File: config.mk
export PLATFORM = sky130hd
export DESIGN_NAME = ask4_tx_symbol_source
export DESIGN_NICKNAME = d
export VERILOG_FILES = /design/src/rtl/ask4_tx_symbol_source.sv
export SDC_FILE = /design/constraint.sdc
export NUM_CORES = 1
export LEC_CHECK = 0
export BUFFER_PORTS_ARGS = -buffer_cell sky130_fd_sc_hd__clkbuf_2
export CAP_MARGIN = 30
export CORE_UTILIZATION = 58
export DETAILED_ROUTE_END_ITERATION = 16
export PLACE_DENSITY = 0.83
export RECOVER_POWER = 100
export SLEW_MARGIN = 20
export SYNTH_ARGS = -nofsm -noshare
export SYNTH_HDL_FRONTEND = slang
export SYNTH_SLANG_ARGS = --single-unit
File: constraint.sdc
create_clock -name sys_clk -period 1.8 [get_ports sys_clk]
set_clock_uncertainty 0.1 [all_clocks]
set_input_delay 0.27 -clock sys_clk [delete_from_list [all_inputs] [get_ports sys_clk]]
set_output_delay 0.27 -clock sys_clk [all_outputs]
set_load 0.02 [all_outputs]
File: src/rtl/ask4_tx_symbol_source.sv
// PRBS-driven 4-ASK symbol source feeding the TX pulse-shaping filter.
// A 22-bit LFSR advances two steps per accepted symbol. Its low two bits select one of four
// 1s17 levels, which is then scaled by an arithmetic right shift. The result is presented on
// x_out at the sample rate, either zero-stuffed or held. A block strobe marks every
// 2^BLOCK_LOG2-th symbol.
module ask4_tx_symbol_source #(
    parameter int unsigned        ZERO_STUFF = 1,
    parameter logic signed [17:0] AMP_A      = 18'sd32768,
    parameter int unsigned        BLOCK_LOG2 = 20
) (
    input  logic                sys_clk,
    input  logic                reset_n,
    input  logic                sam_clk_en,
    input  logic                sym_clk_en,
    input  logic                enable,
    input  logic [2:0]          scale,
    output logic signed [17:0]  x_out,
    output logic [1:0]          sym_bits,
    output logic                sym_valid,
    output logic                block_done
);

    localparam logic [21:0]        LfsrSeed = 22'h3FFFFF;
    localparam logic signed [17:0] LvlP3    = 18'(AMP_A * 3);
    localparam logic signed [17:0] LvlN3    = -LvlP3;
    localparam logic signed [17:0] LvlP1    = AMP_A;
    localparam logic signed [17:0] LvlN1    = -AMP_A;

    logic [21:0]           lfsr_q, lfsr_d;
    logic [21:0]           lfsr_s1, lfsr_s2;
    logic [BLOCK_LOG2-1:0] sym_cnt_q, sym_cnt_d;
    logic [1:0]            sym_bits_q, sym_bits_d;
    logic signed [17:0]    level_q, level_d;
    logic signed [17:0]    x_q, x_d;
    logic                  pend_q, pend_d;
    logic                  sym_valid_q, sym_valid_d;
    logic                  block_done_q, block_done_d;
    logic signed [17:0]    mapped;
    logic                  sym_take;

    // Two LFSR steps per symbol, plus the level map of the bits about to be registered.
    always_comb begin
        lfsr_s1 = {lfsr_q[20:0], lfsr_q[21] ^ lfsr_q[20]};
        lfsr_s2 = {lfsr_s1[20:0], lfsr_s1[21] ^ lfsr_s1[20]};
        mapped  = LvlN3;
        unique case (lfsr_s2[1:0])
            2'b00:   mapped = LvlN3;
            2'b01:   mapped = LvlN1;
            2'b10:   mapped = LvlP1;
            default: mapped = LvlP3;
        endcase
    end

    // Next-state logic for the symbol register, counter, strobes and sample output.
    always_comb begin
        sym_take     = sym_clk_en & enable;
        lfsr_d       = lfsr_q;
        sym_cnt_d    = sym_cnt_q;
        sym_bits_d   = sym_bits_q;
        level_d      = level_q;
        x_d          = x_q;
        pend_d       = pend_q;
        sym_valid_d  = 1'b0;
        block_done_d = 1'b0;

        // The sample taken on a symbol edge still reflects the previous symbol.
        if (sam_clk_en) begin
            if (enable) begin
                if (ZERO_STUFF != 0) begin
                    x_d = pend_q ? level_q : 18'sd0;
                end else begin
                    x_d = level_q;
                end
                pend_d = 1'b0;
            end else begin
                x_d = 18'sd0;
            end
        end

        if (sym_take) begin
            lfsr_d       = lfsr_s2;
            sym_bits_d   = lfsr_s2[1:0];
            level_d      = mapped >>> scale;
            sym_cnt_d    = sym_cnt_q + 1'b1;
            sym_valid_d  = 1'b1;
            block_done_d = &sym_cnt_q;
            pend_d       = 1'b1;
        end
    end

    // State registers with asynchronous active-low reset.
    always_ff @(posedge sys_clk or negedge reset_n) begin
        if (!reset_n) begin
            lfsr_q       <= LfsrSeed;
            sym_cnt_q    <= '0;
            sym_bits_q   <= 2'b00;
            level_q      <= 18'sd0;
            x_q          <= 18'sd0;
            pend_q       <= 1'b0;
            sym_valid_q  <= 1'b0;
            block_done_q <= 1'b0;
        end else begin
            lfsr_q       <= lfsr_d;
            sym_cnt_q    <= sym_cnt_d;
            sym_bits_q   <= sym_bits_d;
            level_q      <= level_d;
            x_q          <= x_d;
            pend_q       <= pend_d;
            sym_valid_q  <= sym_valid_d;
            block_done_q <= block_done_d;
        end
    end

    assign x_out      = x_q;
    assign sym_bits   = sym_bits_q;
    assign sym_valid  = sym_valid_q;
    assign block_done = block_done_q;

endmodule
## Word level (Yosys, flattened, before mapping)

Cells that the tools add are included.

- Mux-type cells: 8
- Shift-type cells: 1
- Reductions and logical operators: 5
- Equality and inequality tests: 2
- Bitwise logic cells: 3
- Add/subtract/negate cells: 1

Operators with widths:

| kind | number |
|---|---|
| 18-bit one-hot mux with 3 select lines | 1 |
| 18-bit two-way mux | 2 |
| 20-bit by 1-bit adder with 20-bit output, second input constant | 1 |
| 20-bit AND reduction | 1 |
| 18-bit by 3-bit >>> shifter with 18-bit output | 1 |
| 1-bit two-way mux | 5 |
| 2-bit nonzero test | 2 |
| 2-bit by 1-bit == test with 1-bit output, second input constant | 1 |
| 2-bit == test, second input constant | 1 |
| 2-bit logical NOT | 1 |
| 2-bit AND reduction | 1 |
| 1-bit bitwise XOR | 2 |
| 1-bit bitwise AND | 1 |

- Register bits after elaboration: 83
- Output and inout port bits: 22

## Longest topological paths before layout

Gate-level depths: netlist of the first run.

- Word-level depth: 4
- Depth in mapped cells: 5
- Depth with buffers taken out: 5

## Worst setup path after synthesis of the first run

OpenSTA, ideal clock, no wires.

- Kind: register to register
- Start: register sym_cnt_q[0]
- End: register sym_cnt_q[14]
- Setup slack: 242 ps
- Arrival time: 1335 ps
- Cell stages (with the launch flop): 6
- Clock period less this slack: 1558 ps
- Required time: 1577 ps
- Path buffers: 0
- Cell sequence: dfrtp_1 -> ha_1 -> nand3_1 -> nor4_2 -> nand4_1 -> xnor2_1

- Word-level cells in the longest chain between the ends: 1

Ends and longest elaborated chain:

| item | line | RTL |
|---|---|---|
| start: declaration | 31 | `logic [BLOCK_LOG2-1:0] sym_cnt_q, sym_cnt_d;` |
| start signal: assignment | 104 | `sym_cnt_q <= sym_cnt_d;` |
| 20-bit by 1-bit adder with 20-bit output | 84 | `sym_cnt_d = sym_cnt_q + 1'b1;` |

No other way between the ends.
A chain may end at the register's enable or synchronous reset.

## Worst setup path after layout of the first run

- Start: register sym_cnt_q[0]
- End: register sym_cnt_q[18]

Same word-level chain as after synthesis.

==> flow_metrics.tcl, run 1 <==
set metrics [dict create \
    worst_pin_slew_ns 0.862 \
    clkTransAtPathRegs_ns 0.06 \
    portBuffers 21 \
    grt.met3_usage_pct 4.86 \
    syn-cell-area_sq_um 2860 \
    final_util_pct 67.1 \
    cts_root_buf "clkbuf_8" \
    path_max_fanout 4 \
    grtUsageMet1_pct 25.9 \
    start_util_pct 60.5 \
    area_growth_pct 11.0 \
    final_cell_mix "nand2_1 (99), dfrtp_1 (45), dfstp_2 (21)" \
    busiest_layer "met2" \
    io_pins 30 \
    overflow 0 \
    required_ns 1.91 \
    powerDensity_nw_per_um2 1180 \
    drtPass1Iterations 4 \
    wl_per_cell_um 12.6 \
    cts.sinks 67 \
    dominantRegCellSynth "dfrtp_1" \
    drt-initial-drc-count 139 \
    async_flop_share_pct 100 \
    antenna_found_initial 0 \
    ys_types 31 \
    routed_wl_um 4860 \
    critPathLaunchType "flop" \
    crit_arrival_ns 1.79 \
    dieArea_sq_um 5210 \
    vias 1960 \
    ys_seq_area_share_pct 59.7 \
    ys_seq_elements 67 \
    maxCapViolCount 0 \
    fin_nets 322 \
    cts_setup_buffers 0 \
    p_comb_share_pct 14.6 \
    fin_crit_ns 1.68 \
    dp_hpwl_um 3170 \
    diodes 0 \
    die-height_um 72.2 \
    cts_buffers 9 \
    slew-limit-headroom_pct 42.5 \
    clock_path_buffers 2 \
    hold_viol_final 0 \
    placeableCoreArea_sq_um 4720 \
    cp-end-kind "flop" \
    tns_ns 0 \
    hold_class "input pin to flop" \
    max_freq_mhz 595 \
    antenna_left 0 \
    h-tree-depth 3 \
    p_int_mw 2.70 \
    drive_gt1_share_pct 15.1 \
    finalPower_mw 3.73 \
    power_frac_clock_pct 31.5 \
    syn_area_per_cell_sq_um 9.85 \
    grt_usage_pct 21.3 \
    grt_first_pass_wirelength_um 8280 \
    p_sw_mw 1.04 \
    crit_type "flop to flop" \
    clock_latency_ns 0.33 \
    rsz0062_at_grt "false" \
    sequentialPowerShare_pct 53.9 \
    dieWidth_um 72.2 \
    yosys_warnings 0 \
    status "finished clean" \
    swShare_pct 27.8 \
    routabilityCongestion 0.829 \
    synth-edff-count 0 \
    vias_per_cell 5.09 \
    period_share_pct 93.4 \
    synthCells 290 \
    p_leak_nw 1.50 \
    grt_pass1_vias 1895 \
    row_count 25 \
    drc 0 \
    setup_violations 0 \
    cts_tree "built" \
    met2_usage_pct 33.7 \
    slew_viol_final 0 \
    ir_drop_v 0.000552 \
    grt_start_max_net_pins 68 \
    layout_commonest_cell "nand2_1" \
]
Yosys cell counts (3+ instances only):
cell      count  area [sq um]
nand2_1      99           372
buf_4         8          60.1
a21oi_1       5          25.0
dfstp_2      22           578
buf_2         3          15.0
o21ai_0      18          90.1
o21a_1        4          30.0
dfrtp_1      45          1130
xnor2_1      18           158
clkbuf_1      7          26.3
inv_1        12          45.0
xor2_1        5          43.8
nand4_1       7          43.8
nor2_1        9          33.8
nand3_1       9          45.0
critical path: stages (launching register included):
cell and delay, ns:
dfrtp_1 0.41, ha_1 0.19, nand3_1 0.17, nor4_4 0.39, nand2_1 0.14, xnor2_1 0.16
cell type report:
class	instances	area, sq um
Multi-Input combinational cell	197	1030
Tap cell	67	83.8
Clock buffer	15	188
Fill cell	387	1550
Inverter	13	48.8
Sequential cell	67	1700
Clock inverter	1	5.00
Timing Repair Buffer	25	113
per-layer routing:
layer,wire [um],share of wire (%)
met5,0,0
met4,121,2.5
met3,167,3.4
met2,2420,50
met1,2160,44
cell families after synthesis:
| logic type | share of synthesized area (%) |
|---|---|
| AND/OR/NAND/NOR | 20.9 |
| flip-flops | 59.7 |
| buffers and inverters | 5.52 |
| AO/OA/AOI/OAI | 5.83 |
| XOR/XNOR | 7.06 |
| adder cells (fa/ha/maj) | 0.438 |
| other | 0.131 |
| multiplexers | 0.394 |
state kept, by name, summed over array words and instances, names as in the netlist:
name	cells
lfsr_q	22
sym_cnt_q	20
level_q	10
x_out	10
sym_bits	2
block_done	1
pend_q	1
sym_valid	1
per-stage QoR:
step	hold WS (ns)	instances	instance area, sq um	setup slack [ns]
after floorplan	-0.126	297	2880	0.242
after global placement	0.211	368	3000	0.159
after detailed placement	0.218	368	3000	0.0864
after CTS	0.162	385	3200	0.0558
after global routing	0.208	385	3170	0.0179
final	0.173	385	3170	0.118
repair_timing:
item                                    4_1_cts  5_1_grt
endpoints found under the setup margin        0        3
endpoints found under the hold margin        45        0
resized for setup                             0        1
hold buffers                                  1        0
final timing paths:
path | slack (ns) | depth (start not counted) | from | end
worst max register to register | 0.12 | 5 | sym_cnt_q[0] | sym_cnt_q[18]
worst min-delay path | 0.17 | 3 | scale[2] | level_q[13]
worst max-delay path | 0.12 | 5 | sym_cnt_q[0] | sym_cnt_q[18]
min in group asynchronous | 0.61 | 3 | reset_n | sym_cnt_q[16]
max in group asynchronous | 0.44 | 3 | reset_n | sym_bits[0]
worst min register to register | 0.35 | 2 | lfsr_q[13] | lfsr_q[15]
power by group through the flow:
stage | Clock (mW) | Sequential (mW) | Combinational (mW)
after detailed placement | 0 | 2.03 | 0.559
after global routing | 1.26 | 2.05 | 0.625
after global placement | 0 | 2.02 | 0.532
after CTS | 1.20 | 2.01 | 0.566
final | 1.18 | 2.01 | 0.543
after floorplan | 0 | 2.02 | 0.395
(Power assumes the default switching activity.)
==> inputs of run 2 (changes only) <==
--- a/config.mk
+++ b/config.mk
@@ -9,6 +9,7 @@
 export CAP_MARGIN = 30
 export CORE_UTILIZATION = 58
 export DETAILED_ROUTE_END_ITERATION = 16
+export GPL_TIMING_DRIVEN = 0
 export PLACE_DENSITY = 0.83
 export RECOVER_POWER = 100
 export SLEW_MARGIN = 20
==> run 2 against run 1 <==
Hold slack worse by 0.053 ns. Worst setup slack gained 0.040 ns. Die area stayed put. Core utilization is 2.7 points higher. Critical path depth is the same. Clock-buffer cell count fell by 3. Non-clock buffer count is 16 higher. Via count rose by 2.2%. Design area is 4.0% higher. Largest power group unchanged. Highest routed layer unchanged.
==> flow_metrics.tcl, run 2 (synthesized netlist as in run 1, its figures left out) <==
set metrics [dict create \
    antenna_found_initial 0 \
    crit_arrival_ns 1.75 \
    dieArea_sq_um 5210 \
    start_util_pct 60.5 \
    fill_cells 373 \
    hold_class "input pin to flop" \
    largest-register "lfsr_q" \
    area_growth_pct 15.5 \
    powerDensity_nw_per_um2 1180 \
    crit_type "flop to flop" \
    clkTransAtPathRegs_ns 0.07 \
    vias_per_cell 5.00 \
    routed_wl_um 4890 \
    grt_usage_pct 21.9 \
    cts_root_buf "clkbuf_8" \
    row_count 25 \
    antenna_left 0 \
    h-tree-depth 3 \
    critPathLaunchType "flop" \
    clock_path_buffers 2 \
    cts.sinks 67 \
    slew_viol_final 0 \
    overflow 0 \
    slew-limit-headroom_pct 30.7 \
    grt_first_pass_wirelength_um 8530 \
    final_util_pct 69.8 \
    layout_commonest_cell "nand2_1" \
    placeableCoreArea_sq_um 4720 \
    clock_latency_ns 0.34 \
    grt_start_max_net_pins 51 \
    ir_drop_v 0.000563 \
    io_pins 30 \
    max_freq_mhz 609 \
    p_leak_nw 1.56 \
    final_cell_mix "nand2_1 (99), dfrtp_1 (45), clkbuf_1 (27)" \
    setup_violations 0 \
    cp-end-kind "flop" \
    largest_register_ffs 22 \
    dp_hpwl_um 3280 \
    path_max_fanout 7 \
    rsz0062_at_grt "false" \
    routabilityCongestion 0.839 \
    fin_crit_ns 1.64 \
    period_share_pct 91.2 \
    tns_ns 0 \
    cts_buffers 9 \
    portBuffers 19 \
    fin_nets 338 \
    top_regs "lfsr_q x22, sym_cnt_q x20" \
    wl_per_cell_um 12.2 \
    cts_setup_buffers 0 \
    drc 0 \
    drive_gt1_share_pct 17.1 \
    worst_pin_slew_ns 1.04 \
    drtPass1Iterations 5 \
    diodes 0 \
    die-height_um 72.2 \
    drt-initial-drc-count 146 \
    maxCapViolCount 0 \
    required_ns 1.91 \
    grt_pass1_vias 1935 \
    status "finished clean" \
    vias 2003 \
    cts_tree "built" \
    hold_viol_final 0 \
    dieWidth_um 72.2 \
]
## run 2: final cells by class
cell class                      count  area, sq um  share of cell area [%]
Sequential cell                    67         1700                    51.7
Multi-Input combinational cell    197         1030                    31.2
Clock buffer                       12          165                    5.01
Timing Repair Buffer               21          113                    3.42
Buffer                             20          106                    3.23
Tap cell                           67         83.8                    2.54
Inverter                           13         48.8                    1.48
Clock inverter                      4         47.5                    1.44
## run 2: layer usage
| layer | global-route usage, % | routed length [um] | vias up |
|---|---|---|---|
| met5 | 0 | 0 | - |
| met4 | 13.1 | 142 | 0 |
| met3 | 5.56 | 230 | 12 |
| met2 | 34.1 | 2370 | 45 |
| met1 | 27.8 | 2140 | 955 |
| li1 | - | - | 991 |
## run 2: worst max-delay path: stages, from the launching register on
cell,delay (ns)
dfstp_2,0.51
clkbuf_1,0.31
xnor2_1,0.20
nand2_1,0.14
a21oi_1,0.16
o21ai_0,0.08
## run 2: timing repair
item / 4_1_cts / 5_1_grt
endpoints found under the hold margin: 17 / 0
hold buffers: 1 / 0
resized for setup: 0 / 1
endpoints found under the setup margin: 0 / 5
## run 2: path summary, 6_finish.rpt
path                       slack (ns)       start             to  cells past startpoint
max                              0.16  lfsr_q[20]    level_q[15]                      5
min                              0.12  sam_clk_en         pend_q                      4
max reg2reg                      0.16  lfsr_q[20]    level_q[15]                      5
max in group asynchronous        0.23     reset_n      lfsr_q[0]                      3
min in group asynchronous        0.54     reset_n  sym_cnt_q[17]                      2
min reg2reg                      0.35   lfsr_q[6]      lfsr_q[8]                      2
## run 2: power by group
part           internal (mW)  leakage, nW  switching [mW]  total (mW)
clock                  0.748        0.108           0.545        1.29
sequential              1.83        0.817           0.167        2.00
combinational          0.227        0.635           0.364       0.591
total                   2.80         1.56            1.08        3.88
## run 2: stage by stage
step | worst slack [ns] | instances | hold slack [ns] | power, mW | cell area (sq um)
2_1_floorplan | 0.242 | 297 | -0.126 | 2.42 | 2880
3_3_place_gp | -0.0299 | 383 | 0.338 | 2.57 | 3060
3_5_place_dp | 0.0441 | 384 | 0.0897 | 2.62 | 3090
4_1_cts | 0.0282 | 401 | 0.110 | 3.93 | 3310
5_1_grt | 0.0281 | 401 | 0.140 | 4.09 | 3300
6_report | 0.158 | 401 | 0.120 | 3.88 | 3300
